File: config.mk
export PLATFORM = sky130hd
export DESIGN_NAME = valu_wb_buffer
export DESIGN_NICKNAME = d
export VERILOG_FILES = /design/src/rtl/valu_pkg.sv /design/src/rtl/valu_wb_fifo_mem.sv /design/src/rtl/valu_wb_buffer.sv
export SDC_FILE = /design/constraint.sdc
export NUM_CORES = 1
export LEC_CHECK = 0
export ABC_AREA = 0
export BUFFER_PORTS_ARGS = -buffer_cell sky130_fd_sc_hd__buf_2
export CAP_MARGIN = 10
export CELL_PAD_IN_SITES_DETAIL_PLACEMENT = 0
export CELL_PAD_IN_SITES_GLOBAL_PLACEMENT = 1
export CORE_UTILIZATION = 55
export CTS_BUF_LIST = sky130_fd_sc_hd__clkbuf_4
export DETAILED_ROUTE_END_ITERATION = 8
export PLACE_DENSITY_LB_ADDON = 0.1
export SLEW_MARGIN = 0
export SYNTH_ARGS = -nofsm -noshare
export SYNTH_HDL_FRONTEND = slang
export SYNTH_HIERARCHICAL = 1
export SYNTH_SLANG_ARGS = --single-unit
File: constraint.sdc
create_clock -name clk -period 12.25 [get_ports clk]
set_clock_uncertainty 0.15 [all_clocks]
set_input_delay 1.8375 -clock clk [delete_from_list [all_inputs] [get_ports clk]]
set_output_delay 1.8375 -clock clk [all_outputs]
set_load 0.03 [all_outputs]
File: src/rtl/valu_pkg.sv
// Shared widths, occupancy-width helper and the writeback beat type for the vALU writeback path.
// Latency: none (types and constants only).
// Backpressure: not applicable.
package valu_pkg;

  localparam int VALU_ADDR_W = 32;
  localparam int VALU_DATA_W = 64;

  // Occupancy counters need one extra bit so that "full" (== DEPTH) is representable.
  function automatic int cnt_w(input int depth);
    return $clog2(depth) + 1;
  endfunction

  typedef struct packed {
    logic [VALU_ADDR_W-1:0] addr;
    logic [VALU_DATA_W-1:0] data;
  } wb_beat_t;

endpackage

File: src/rtl/valu_wb_fifo_mem.sv
// Storage array for the writeback FIFO: synchronous write, asynchronous read.
// Latency: written entry is readable the cycle after the write edge; read is combinational.
// Backpressure: none; the owner decides when to write.
module valu_wb_fifo_mem #(
  parameter int W     = 96,
  parameter int DEPTH = 8
) (
  input  logic                     clk,
  input  logic                     we,
  input  logic [$clog2(DEPTH)-1:0] waddr,
  input  logic [W-1:0]             wdata,
  input  logic [$clog2(DEPTH)-1:0] raddr,
  output logic [W-1:0]             rdata
);

  logic [W-1:0] mem [DEPTH];

  // Entries are not reset: the owner never presents an entry it has not written.
  always_ff @(posedge clk) begin
    if (we) begin
      mem[waddr] <= wdata;
    end
  end

  assign rdata = mem[raddr];

endmodule

File: src/rtl/valu_wb_buffer.sv
// Writeback buffer between fixed-latency vALU pipelines and the vector register-file write port.
// Latency: 1 cycle from in_valid on an empty buffer to wb_valid (0 cycles with VALU_WB_BYPASS_EN).
// Backpressure: wb_ready stalls the drain; input cannot be stalled, issue_stall warns PIPE_LAT beats early.
// Optional feature macro: VALU_WB_BYPASS_EN (same-cycle input-to-writeback path when empty).
module valu_wb_buffer
  import valu_pkg::*;
#(
  parameter int REQ_ADDR_WIDTH  = VALU_ADDR_W,
  parameter int RESP_DATA_WIDTH = VALU_DATA_W,
  parameter int DEPTH           = 8,  // power of two, >= PIPE_LAT+2
  parameter int PIPE_LAT        = 4
) (
  input  logic                        clk,
  input  logic                        rst,
  input  logic [REQ_ADDR_WIDTH-1:0]   in_addr,
  input  logic [RESP_DATA_WIDTH-1:0]  in_vec,
  input  logic                        in_valid,
  output logic [REQ_ADDR_WIDTH-1:0]   wb_addr,
  output logic [RESP_DATA_WIDTH-1:0]  wb_data,
  output logic                        wb_valid,
  input  logic                        wb_ready,
  output logic                        issue_stall,
  output logic [cnt_w(DEPTH)-1:0]     count,
  output logic                        overflow
);

  localparam int AW = $clog2(DEPTH);
  localparam int CW = cnt_w(DEPTH);
  localparam int BW = REQ_ADDR_WIDTH + RESP_DATA_WIDTH;

  localparam logic [CW-1:0] FULL_CNT  = CW'(DEPTH);
  localparam logic [CW-1:0] STALL_CNT = CW'(DEPTH - PIPE_LAT);

  logic [AW-1:0] wr_ptr;
  logic [AW-1:0] rd_ptr;
  logic [BW-1:0] head;
  logic [BW-1:0] out_beat;
  logic          empty;
  logic          full;
  logic          do_pop;
  logic          do_push;
  logic          drop;
  logic          bypass;

  assign empty = (count == '0);
  assign full  = (count == FULL_CNT);

  valu_wb_fifo_mem #(
    .W     (BW),
    .DEPTH (DEPTH)
  ) u_mem (
    .clk   (clk),
    .we    (do_push),
    .waddr (wr_ptr),
    .wdata ({in_addr, in_vec}),
    .raddr (rd_ptr),
    .rdata (head)
  );

`ifdef VALU_WB_BYPASS_EN
  // An empty buffer with a ready register file hands the beat straight through without storing it.
  assign bypass   = empty & in_valid & wb_ready;
  assign wb_valid = ~empty | in_valid;
  assign out_beat = empty ? {in_addr, in_vec} : head;
`else
  assign bypass   = 1'b0;
  assign wb_valid = ~empty;
  assign out_beat = head;
`endif

  // Only stored entries are popped; a bypassed beat never touched the array.
  assign do_pop  = wb_valid & wb_ready & ~empty;
  // A full buffer still accepts a beat when the head leaves in the same cycle.
  assign do_push = in_valid & ~bypass & (~full | do_pop);
  assign drop    = in_valid & full & ~do_pop;

  assign wb_addr     = wb_valid ? out_beat[BW-1:RESP_DATA_WIDTH]  : '0;
  assign wb_data     = wb_valid ? out_beat[RESP_DATA_WIDTH-1:0]   : '0;
  assign issue_stall = (count >= STALL_CNT);

  // Pointer, occupancy and sticky overflow update; reset drops any beat arriving on the same edge.
  always_ff @(posedge clk) begin
    if (rst) begin
      wr_ptr   <= '0;
      rd_ptr   <= '0;
      count    <= '0;
      overflow <= 1'b0;
    end else begin
      if (do_push) begin
        wr_ptr <= wr_ptr + AW'(1);
      end
      if (do_pop) begin
        rd_ptr <= rd_ptr + AW'(1);
      end
      unique case ({do_push, do_pop})
        2'b10:   count <= count + CW'(1);
        2'b01:   count <= count - CW'(1);
        default: count <= count;
      endcase
      if (drop) begin
        overflow <= 1'b1;
      end
    end
  end

endmodule

* Yosys cells after proc, flatten, opt, wreduce, memory -nomap -nowiden
Memories as Yosys holds them, arrays and structs flattened. A register that Yosys moved wholly into a read port is not among the register bits.
Cells that the tools add are included.
Widths: inputs -> output; s select.
** Storage, ports and cells
- Register bits :: 11
- RAM bits :: 768
- Bits of input ports :: 100
- Output and inout bits :: 103
- Logic and storage cells :: 31
- Memories kept :: 1
** Memory list
- u_mem.mem :: words 8, width 96, rd ports 1, clocked after Yosys merged registers in 1, wr ports 1, line valu_wb_fifo_mem.sv:16 : logic [W-1:0] mem [DEPTH];
** Operators by class
- Add/subtract/negate cells :: 4
- Magnitude comparators :: 1
- Equality and inequality tests :: 3
- Mux-type cells :: 7
- Bitwise operators :: 9
- Reductions and logical operators :: 2
** Operators with widths (number)
- $mux 64 :: 1
- $mux 32 :: 1
- $pmux 4 s2 :: 1
- $add 3x1->3 const B :: 2
- $mux 3 :: 2
- $and 1x1->1 :: 5
- $add 4x1->4 const B :: 1
- $eq 4x4->1 const B :: 1
- $ge 4x3->1 const B :: 1
- $logic_not 4->1 :: 1
- $sub 4x1->4 const B :: 1
- $not 1->1 :: 3
- $eq 2x1->1 const B :: 1
- $eq 2x2->1 const B :: 1
- $mux 1 :: 2
- $reduce_bool 2->1 :: 1
- $or 1x1->1 :: 1

* Depth between registers and ports, before layout
Gate-level depths: netlist of the first run.
- Depth in word-level cells :: 8
- Gate-level depth with buffers :: 12
- Gate-level depth less buffers :: 9

* By module
The synthesis of the first run kept the hierarchy.
** By module, submodules not included
- valu_wb_fifo_mem :: times used 1, cells each 1123, area each 28884.0 µm²
- valu_wb_buffer :: times used 1, cells each 169, area each 1242.4 µm²

* Worst setup path before layout of the first run
No wires, ideal clock.
- Path kind :: input to register
- Start point :: input wb_ready
- End point :: memory u_mem.mem[0][0], enable pin
- Setup time :: 0.668 ns
- Arrival :: 8.593 ns
- Required time :: 11.432 ns
- Path slack :: 2.838 ns
- Stages :: 4
- Buffers on the path :: 0
- Cell sequence :: o21ai_2 inv_1 nand2b_1 nor3_1
** Between the ends
- Cells in the longest elaborated chain, start to end :: 6
** Ends and longest elaborated chain
- from (decl) :: line valu_wb_buffer.sv:21 : input logic wb_ready,
- $and 1x1->1 (2 in a row) :: line valu_wb_buffer.sv:72 : assign do_pop = wb_valid & wb_ready & ~empty;
- $or 1x1->1 :: line valu_wb_buffer.sv:74 : assign do_push = in_valid & ~bypass & (~full | do_pop);
- $and 1x1->1 :: line valu_wb_buffer.sv:74
- net do_push :: line valu_wb_buffer.sv:41 : logic do_push;
- $mux 1 :: line valu_wb_fifo_mem.sv:20 : if (we) begin
- $mux 1 (not written as such) :: line valu_wb_fifo_mem.sv:21 : mem[waddr] <= wdata;
- to (decl) :: line valu_wb_fifo_mem.sv:16
The timed path passes the listed nets, and every way through them passes these cells.

==> results of run 1 <==
[worst max-delay path, delay by kind of cell (launching register included)]
kind,cells,cell delay [ns]
buf+inv,3,1.75
flops,1,0.66
simple gates,1,0.18
mux,2,0.88
[cells by family (layout without fill, tap and decap cells)]
family | Yosys count | count (layout) | share of synthesized area, %
buf+inv | 69 | 550 | 1.46
fa+ha+maj | 5 | 5 | 0.208
other cells | 0 | 8 | 0
simple gates | 131 | 131 | 2.57
mux | 292 | 292 | 18.1
flops | 779 | 779 | 77.3
compound gates | 9 | 9 | 0.191
xor+xnor | 7 | 7 | 0.204
[power groups by stage]
stage / clock network [mW] / logic, mW / registers (mW)
global route: 2.36 / 1.91 / 3.12
finish: 2.14 / 1.79 / 3.10
floorplan: 0 / 1.36 / 3.15
CTS: 2.22 / 1.83 / 3.11
global placement: 0 / 1.82 / 3.16
detailed placement: 0 / 1.82 / 3.16
[state kept, by name (all words and copies together), names as in the netlist]
register	cells
count	4
u_mem/mem	768
rd_ptr	3
overflow	1
wr_ptr	3
[layout make-up]
cell class,instances,area (um^2),area share (%)
antenna,8,20.0,0.0584
timing repair buffer,226,1200,3.51
sequential,779,23300,67.9
clock inverter,53,424,1.24
multi-input combinational,444,6460,18.8
clock buffer,270,2030,5.91
inverter,1,3.75,0.0109
tap,696,871,2.54
[through the flow]
stage / cell area (um^2) / util, % / hold WS [ns] / std cells / power [mW]
3_5_place_dp: 31800 / 59.0 / 0.308 / 2146 / 4.99
5_1_grt: 34300 / 63.6 / 0.378 / 2474 / 7.38
4_1_cts: 34300 / 63.6 / 0.322 / 2469 / 7.15
2_1_floorplan: 30100 / - / 0.335 / 1292 / 4.51
6_report: 34300 / 63.6 / 0.325 / 2477 / 7.03
3_3_place_gp: 31800 / 59.0 / 0.316 / 2146 / 4.98
[cell usage in the layout, fill, tap and decap left out, types with 2 or more instances in the layout]
master | Yosys | layout
dfxtp_1 | 11 | 8
nand2b_1 | 4 | 4
mux2_2 | 97 | 97
edfxtp_1 | 768 | 768
xor2_1 | 6 | 6
clkbuf_4 | 0 | 270
nor2_1 | 18 | 12
buf_2 | 7 | 202
dfxtp_4 | 0 | 3
mux2i_1 | 3 | 3
clkinv_2 | 0 | 12
a21oi_1 | 3 | 3
bufinv_16 | 0 | 8
nand2_1 | 3 | 3
diode_2 | 0 | 8
inv_2 | 0 | 3
nor3_2 | 0 | 2
nor2_4 | 0 | 6
and2_1 | 96 | 96
mux4_2 | 192 | 192
ha_1 | 5 | 5
o21ai_0 | 2 | 2
buf_4 | 0 | 23
clkinv_1 | 0 | 30
[per-layer routing]
metal / vias to the layer above / GRT usage [%] / part of all wire [%]
li1: 6217 / - / -
met1: 7402 / 30.1 / 42
met2: 389 / 36.6 / 50
met3: 85 / 7.05 / 5.8
met4: 12 / 7.15 / 1.6
met5: - / 0 / 0.14
[worst min-delay path by stage]
stage	slack [ns]	end	depth (start not counted)	startpoint
after floorplan	0.34	rd_ptr[1]	2	rd_ptr[1]
after global placement	0.32	overflow	2	overflow
after detailed placement	0.31	overflow	2	overflow
after CTS	0.32	overflow	2	overflow
after global routing	0.38	overflow	2	overflow
final	0.32	overflow	2	overflow
==> flow_summary.yaml, run 1 <==
outcome:
  outcome: "complete, no violations"
synthesis:
  yosys.area.top_type: "edfxtp_1"
  synth_top_area_share_pct: 76.6
  ys.flop_type: "edfxtp_1"
  yosysWarnings: 6
  ys_top_cells_by_area: "edfxtp_1 (77%), mux4_2 (14%), mux2_2 (3.6%)"
  ys_seq_area_share_pct: 77.3
  syn_area_um2: 30100
  postSynthAreaPerCell_um2: 23.3
  synth_common_cells: "edfxtp_1 (768), mux4_2 (192), mux2_2 (97)"
  ys_types: 32
  synth.most_common_cell: "edfxtp_1"
  synth_cells: 1292
  ys_ff_latch: 779
  syn_nets: 1397
  async_flop_share_pct: 0
  synth-edff-count: 768
timing:
  min_period_ns: 6.53
  hold_viol_final: 0
  fin_ws_ns: 5.72
  tightest_slew_ns: 1.07
  fmax_mhz: 153
  rsz0062_at_grt: "no"
  setup_tns_ns: 0
  relSlewSlack_pct: 28.4
  timing.final.crit_share_pct: 53.3
  final-setup-viol-count: 0
  slew_violations: 0
worst_setup_path:
  reg2reg_depth: 7
  reg2reg_from: "count[1]"
  crit_path_start: "rd_ptr[0]"
  criticalPathCategory: "flip-flop to output port"
  cp_max_fo: 51
  max_stage_delay_ns: 0.91
  r2r-end: "u_mem/mem[0][70]"
  cp_cell_sequence: "buf_4 -> buf_4 -> mux4_2 -> mux2_2 -> and2_1 -> buf_2"
  slowest_stage: "buf_4"
  required_ns: 10.26
  start_kind: "flip-flop"
  cpMostUsedCell: "buf_4"
  endpoint: "wb_data[49]"
  crit_path_end_kind: "output port"
  crit_arrival_ns: 4.54
  r2r_slack_ns: 8.17
global_route:
  grt_pass1_vias: 15300
  grtUsageTotal_pct: 22.8
  antenna_found_initial: 10
  grt_max_degree: 169
  grt_pass1_wl_um: 92300
  grt-ovfl-total: 0
worst_hold_path:
  worstHoldPathType: "flip-flop to flip-flop"
clock_tree:
  clkTransAtPathRegs_ns: 0.06
  cts_tree: "done"
  numClockSinks: 779
  cts-root-buf: "clkbuf_4"
  postCtsHoldBufs: 0
  clk_latency_ns: 0.99
  numCtsBuffers: 192
  cts_setup_buffers: 0
  ctsResizeCount: 0
  cts.path.max_buffers: 3
  h-tree-depth: 4
power_and_ir_drop:
  p_leak_nw: 11.3
  p_switching_mw: 2.13
  p_int_mw: 4.91
  power.density_nw_per_um2: 205
  clkPwrFrac_pct: 30.5
  combPwrFrac_pct: 25.4
  vdd_drop_max_mv: 0.173
  seqPwrFrac_pct: 44.1
  switching_share_pct: 30.2
placed_design:
  place_hpwl_um: 30300
  gp_congestion: 0.716
  place_ws_ns: 6.60
  portBuffers: 202
route:
  avgViaCountPerCell: 5.69
  vias: 14100
  drc: 0
  drt_iter0_drc: 819
  ant_nets: 0
  drt-pass1-iter-count: 4
  wirelength_um: 60100
  detail_route.wl_per_cell_um: 24.3
die:
  die_h_um: 236
  core_um2: 53900
  rows: 85
  die_x_um: 236
  die_area_um2: 55700
  initial_core_util_pct: 55.9
  ioPinCount: 203
layout:
  fill_cells: 3761
  num-nets-final: 1749
  syn_to_final_growth_pct: 13.9
  drive_gt1_share_pct: 46.4
flow_run:
  drv_cap: 0
Power figures use the tool's default switching activity.
==> run 2: changes to the inputs <==
Clock period 12.25 ns to 6.8 ns, I/O delays scaled along.
==> run 2 against run 1 <==
Clock power rose by 83%. Worst setup slack got worse by 4.0 ns. First-iteration DRC count rose by 4.5%. Wire length rose by 1.1%. Flip-flop and latch count did not move. Largest cell class unchanged. Highest routed layer unchanged.
==> flow_summary.yaml, run 2 (synthesis gave the netlist of run 1 again) <==
outcome:
  outcome: "complete, no violations"
worst_setup_path:
  r2r-end: "u_mem/mem[4][26]"
  reg2reg_from: "count[1]"
  start_kind: "flip-flop"
  crit_path_end_kind: "output port"
  required_ns: 5.63
  reg2reg_depth: 6
  cp_max_fo: 48
  r2r_slack_ns: 3.55
  criticalPathCategory: "flip-flop to output port"
  crit_arrival_ns: 3.93
route:
  drt_iter0_drc: 856
  avgViaCountPerCell: 5.66
  wirelength_um: 60800
  vias: 14400
  detail_route.wl_per_cell_um: 23.9
  ant_nets: 0
  drt-pass1-iter-count: 5
  drc: 0
clock_tree:
  numCtsBuffers: 194
  cts_tree: "done"
  clk_latency_ns: 1.01
  cts.path.max_buffers: 3
  numClockSinks: 779
  cts_setup_buffers: 0
  h-tree-depth: 4
  clkTransAtPathRegs_ns: 0.07
  cts-root-buf: "clkbuf_4"
timing:
  rsz0062_at_grt: "no"
  slew_violations: 0
  final-setup-viol-count: 0
  min_period_ns: 5.10
  tightest_slew_ns: 1.04
  setup_tns_ns: 0
  fmax_mhz: 196
  timing.final.crit_share_pct: 75.1
  relSlewSlack_pct: 30.4
  hold_viol_final: 0
layout:
  multiInputGateArea_um2: 6470
  fill_cells: 3796
  syn_to_final_growth_pct: 15.8
  mostFrequentLayoutCells: "edfxtp_1 (768), clkbuf_4 (288), buf_2 (202), mux4_2 (192), mux2_2 (97)"
  reg_top3: "u_mem/mem x768, count x4"
  fin_cells: 2542
  largest-register: "u_mem/mem"
  num-nets-final: 1793
  seq_area_um2: 23300
  final_common_cell: "edfxtp_1"
  largest_reg_flops: 768
  drive_gt1_share_pct: 45.2
die:
  die_x_um: 236
  die_area_um2: 55700
  die_h_um: 236
  rows: 85
  core_um2: 53900
  ioPinCount: 203
  initial_core_util_pct: 55.9
power_and_ir_drop:
  combPwrFrac_pct: 25.5
  switching_share_pct: 30.5
  p_int_mw: 8.88
  clkPwrFrac_pct: 30.6
  power.density_nw_per_um2: 366
  vdd_drop_max_mv: 0.346
  p_switching_mw: 3.90
  p_leak_nw: 11.6
  seqPwrFrac_pct: 44.0
worst_hold_path:
  hold_depth: 1
  worstHoldPathType: "primary input to flip-flop"
  hold_end: "u_mem/mem[7][64]"
  hp-start: "in_addr[0]"
global_route:
  grt_pass1_vias: 15400
  grt-ovfl-total: 0
  grt_pass1_wl_um: 92300
  grt_max_degree: 116
  antenna_found_initial: 13
  grtUsageTotal_pct: 22.8
placed_design:
  gp_congestion: 0.716
  portBuffers: 202
  place_hpwl_um: 29600
  dp_cells: 2143
flow_run:
  drv_cap: 0
## run 2: cell types whose count changed in the layout (fill, tap and decap cells not counted), moves of 6 or more
cell	previous run	this run
dlygate4sd3_1	0	45
clkinv_2	12	6
buf_4	23	13
clkbuf_4	270	288
buf_12	1	8
clkinv_1	30	44
## run 2: power by group through the flow
stage          logic, mW  clock network, mW  registers, mW
6_report            3.25               3.91           5.62
5_1_grt             3.46               4.27           5.64
2_1_floorplan       2.45                  0           5.66
3_5_place_dp        3.30                  0           5.73
3_3_place_gp        3.28                  0           5.71
4_1_cts             3.33               4.04           5.62
## run 2: stage by stage
step	area (um^2)	setup WS, ns	hold WS (ns)	util [%]	total power, mW
after detailed placement	31900	2.61	0.307	59.2	9.02
after global routing	34900	1.29	0.0169	64.7	13.4
after floorplan	30100	0.784	0.335	-	8.11
after global placement	31900	2.62	0.298	59.2	9.00
final	34900	1.70	0.142	64.7	12.8
after CTS	34900	1.42	0.000205	64.7	13.0
## run 2: layer usage
layer | vias up | part of all wire, % | track usage (%)
li1 | 6350 | - | -
met1 | 7531 | 42 | 30.0
met2 | 392 | 50 | 36.2
met3 | 87 | 6.2 | 7.17
met4 | 16 | 1.5 | 7.92
met5 | - | 0.19 | 0
## run 2: critical path, cell delays in order, from the launching register on
cell	delay (ns)
dfxtp_4	1.04
buf_4	0.65
mux4_2	0.57
mux2_2	0.26
and2_1	0.18
buf_2	0.19
## run 2: timing repair
item / 4_1_cts / 5_1_grt
resized for setup: 0 / 0
hold buffers: 45 / 0
endpoints found under the hold margin: 220 / 0
## run 2: worst max-delay path by stage
stage / start / end / slack (ns)
after floorplan: wb_ready / u_mem/mem[1][0] / 0.78
after detailed placement: rd_ptr[0] / wb_data[5] / 2.61
after global routing: rd_ptr[0] / wb_data[5] / 1.29
final: rd_ptr[0] / wb_data[5] / 1.70
after CTS: rd_ptr[0] / wb_data[5] / 1.42
after global placement: rd_ptr[0] / wb_data[5] / 2.62
## run 2: cell type report
| type | instances | area share (%) |
|---|---|---|
| Tap cell | 696 | 2.50 |
| Antenna cell | 5 | 0.0358 |
| Multi-Input combinational cell | 444 | 18.5 |
| Timing Repair Buffer | 268 | 4.93 |
| Clock buffer | 288 | 6.19 |
| Clock inverter | 61 | 1.05 |
| Sequential cell | 779 | 66.7 |
| Inverter | 1 | 0.0108 |
==> run 3: changes to the inputs <==
Settings changed: CORE_UTILIZATION 55 to 50.
Clock period 6.8 ns to 4.6 ns, I/O delays scaled along.
==> run 3 against run 2 <==
Sequential share of layout area is 1.2 points lower. Global-route usage is 1.5 points lower. Highest routed layer unchanged. First-iteration DRC count is 11% lower. Wire length is 2.6% higher. The run now ends with DRC left. Die area is 9.9% higher. Final area is 1.9% higher. Worst hold slack better by 0.24 ns. Utilization is 4.7 points lower. Sequential power is 47% higher. Combinational power is 53% higher. Critical path depth stayed put. Worst setup slack worse by 1.3 ns.
==> flow_summary.yaml, run 3 (synthesis gave the netlist of run 1 again) <==
outcome:
  outcome: "complete, but fails checks"
  failed_checks: "DRC"
worst_setup_path:
  r2r-end: "count[2]"
  slowest_stage: "dfxtp_4"
  timing.critical_path.max_delay_family: "multiplexers"
  start_kind: "flip-flop"
  cp_num_buf_inv: 2
  reg2reg_from: "count[0]"
  max_stage_delay_ns: 0.72
  r2r_slack_ns: 1.47
  crit_path_start: "rd_ptr[0]"
  path_depth: 5
  reg2reg_depth: 9
  crit_arrival_ns: 3.36
  crit_path_end_kind: "output port"
  criticalPathCategory: "flip-flop to output port"
  required_ns: 3.76
  cp_max_fo: 35
  cp_cell_sequence: "buf_12 -> mux4_2 -> mux2_2 -> and2_1 -> buf_2"
  endpoint: "wb_addr[31]"
global_route:
  antenna_found_initial: 3
  grtUsageTotal_pct: 21.3
  grt_max_degree: 61
  grt_pass1_vias: 15700
  grt-ovfl-total: 0
  grt_pass1_wl_um: 94200
power_and_ir_drop:
  p_leak_nw: 11.8
  power.density_nw_per_um2: 525
  vdd_drop_max_mv: 0.375
  finalPower_mw: 18.7
clock_tree:
  clk_latency_ns: 0.96
  cts_setup_buffers: 0
  h-tree-depth: 4
  clkTransAtPathRegs_ns: 0.07
  cts-root-buf: "clkbuf_4"
  cts_tree: "done"
  numClockSinks: 779
  cts.path.max_buffers: 3
  numCtsBuffers: 193
route:
  avgViaCountPerCell: 5.47
  drt-pass1-iter-count: 6
  ant_nets: 0
  wirelength_um: 62400
  detail_route.wl_per_cell_um: 23.4
  drc: 10
  drt_iter0_drc: 763
  vias: 14600
layout:
  largest-register: "u_mem/mem"
  final_common_cell: "edfxtp_1"
  largest_reg_flops: 768
  drive_gt1_share_pct: 44.2
  num-nets-final: 1861
  mostFrequentLayoutCells: "edfxtp_1 (768), clkbuf_4 (282), buf_2 (202), mux4_2 (192), dlygate4sd3_1 (102)"
  syn_to_final_growth_pct: 18.0
  design_area_um2: 35600
  reg_top3: "u_mem/mem x768, count x4"
  fin_util_pct: 60.0
  fin_cells: 2662
timing:
  fin_ws_ns: 0.405
  relSlewSlack_pct: 27.6
  slew_violations: 0
  setup_tns_ns: 0
  tightest_slew_ns: 1.08
  min_period_ns: 4.20
  rsz0062_at_grt: "no"
  fmax_mhz: 238
  timing.final.crit_share_pct: 91.2
  whs_ns: 0.386
  hold_viol_final: 0
  final-setup-viol-count: 0
flow_run:
  drv_cap: 0
placed_design:
  dp_cells: 2232
  place_hpwl_um: 31600
  gp_congestion: 0.712
  portBuffers: 202
  placed_area_um2: 32200
  place_ws_ns: 1.36
worst_hold_path:
  worstHoldPathType: "primary input to flip-flop"
  hp-start: "in_addr[16]"
die:
  core_um2: 59200
  die_h_um: 247
  rows: 89
  ioPinCount: 203
  die_area_um2: 61200
  initial_core_util_pct: 50.9
  die_x_um: 247
run 3: cell count changes in the layout (fill, tap and decap cells not counted), sizes merged:
cell and change:
buf +12, inv +2, clkbuf -6, diode -4, clkinv -15, bufinv -4, dlygate4sd3 +57, clkinvlp +1
run 3: final cells by class:
class,instances,area (um^2)
clock buffer,282,2120
fill,4415,23700
clock inverter,45,208
antenna,1,2.50
tap,773,967
timing repair buffer,337,2490
inverter,1,3.75
sequential,779,23300
multi-input combinational,444,6470
run 3: repair_timing:
item	in CTS	in global routing
endpoints found under the hold margin	779	0
gates resized for setup	0	0
hold buffers	102	0
run 3: metal layers:
layer | up-vias | share of wire, % | track usage, % | wire length, um
met2 | 349 | 49 | 33.6 | 30700
met5 | - | 0.035 | 0 | 22
li1 | 6438 | - | - | -
met1 | 7696 | 44 | 29.1 | 27700
met4 | 4 | 1.6 | 7.45 | 1010
met3 | 82 | 4.6 | 5.22 | 2880
run 3: worst min-delay path by stage:
| stage | to | depth (start not counted) |
|---|---|---|
| 2_1_floorplan | rd_ptr[1] | 2 |
| 3_3_place_gp | overflow | 2 |
| 3_5_place_dp | overflow | 2 |
| 4_1_cts | u_mem/mem[4][31] | 2 |
| 5_1_grt | u_mem/mem[6][31] | 2 |
| 6_report | u_mem/mem[3][80] | 2 |
run 3: where the power goes:
part           switching (mW)  internal [mW]  total [mW]
Clock                    2.57           2.84        5.41
Sequential              0.168           8.10        8.27
Combinational            3.00           1.98        4.98
Total                    5.74           12.9        18.7
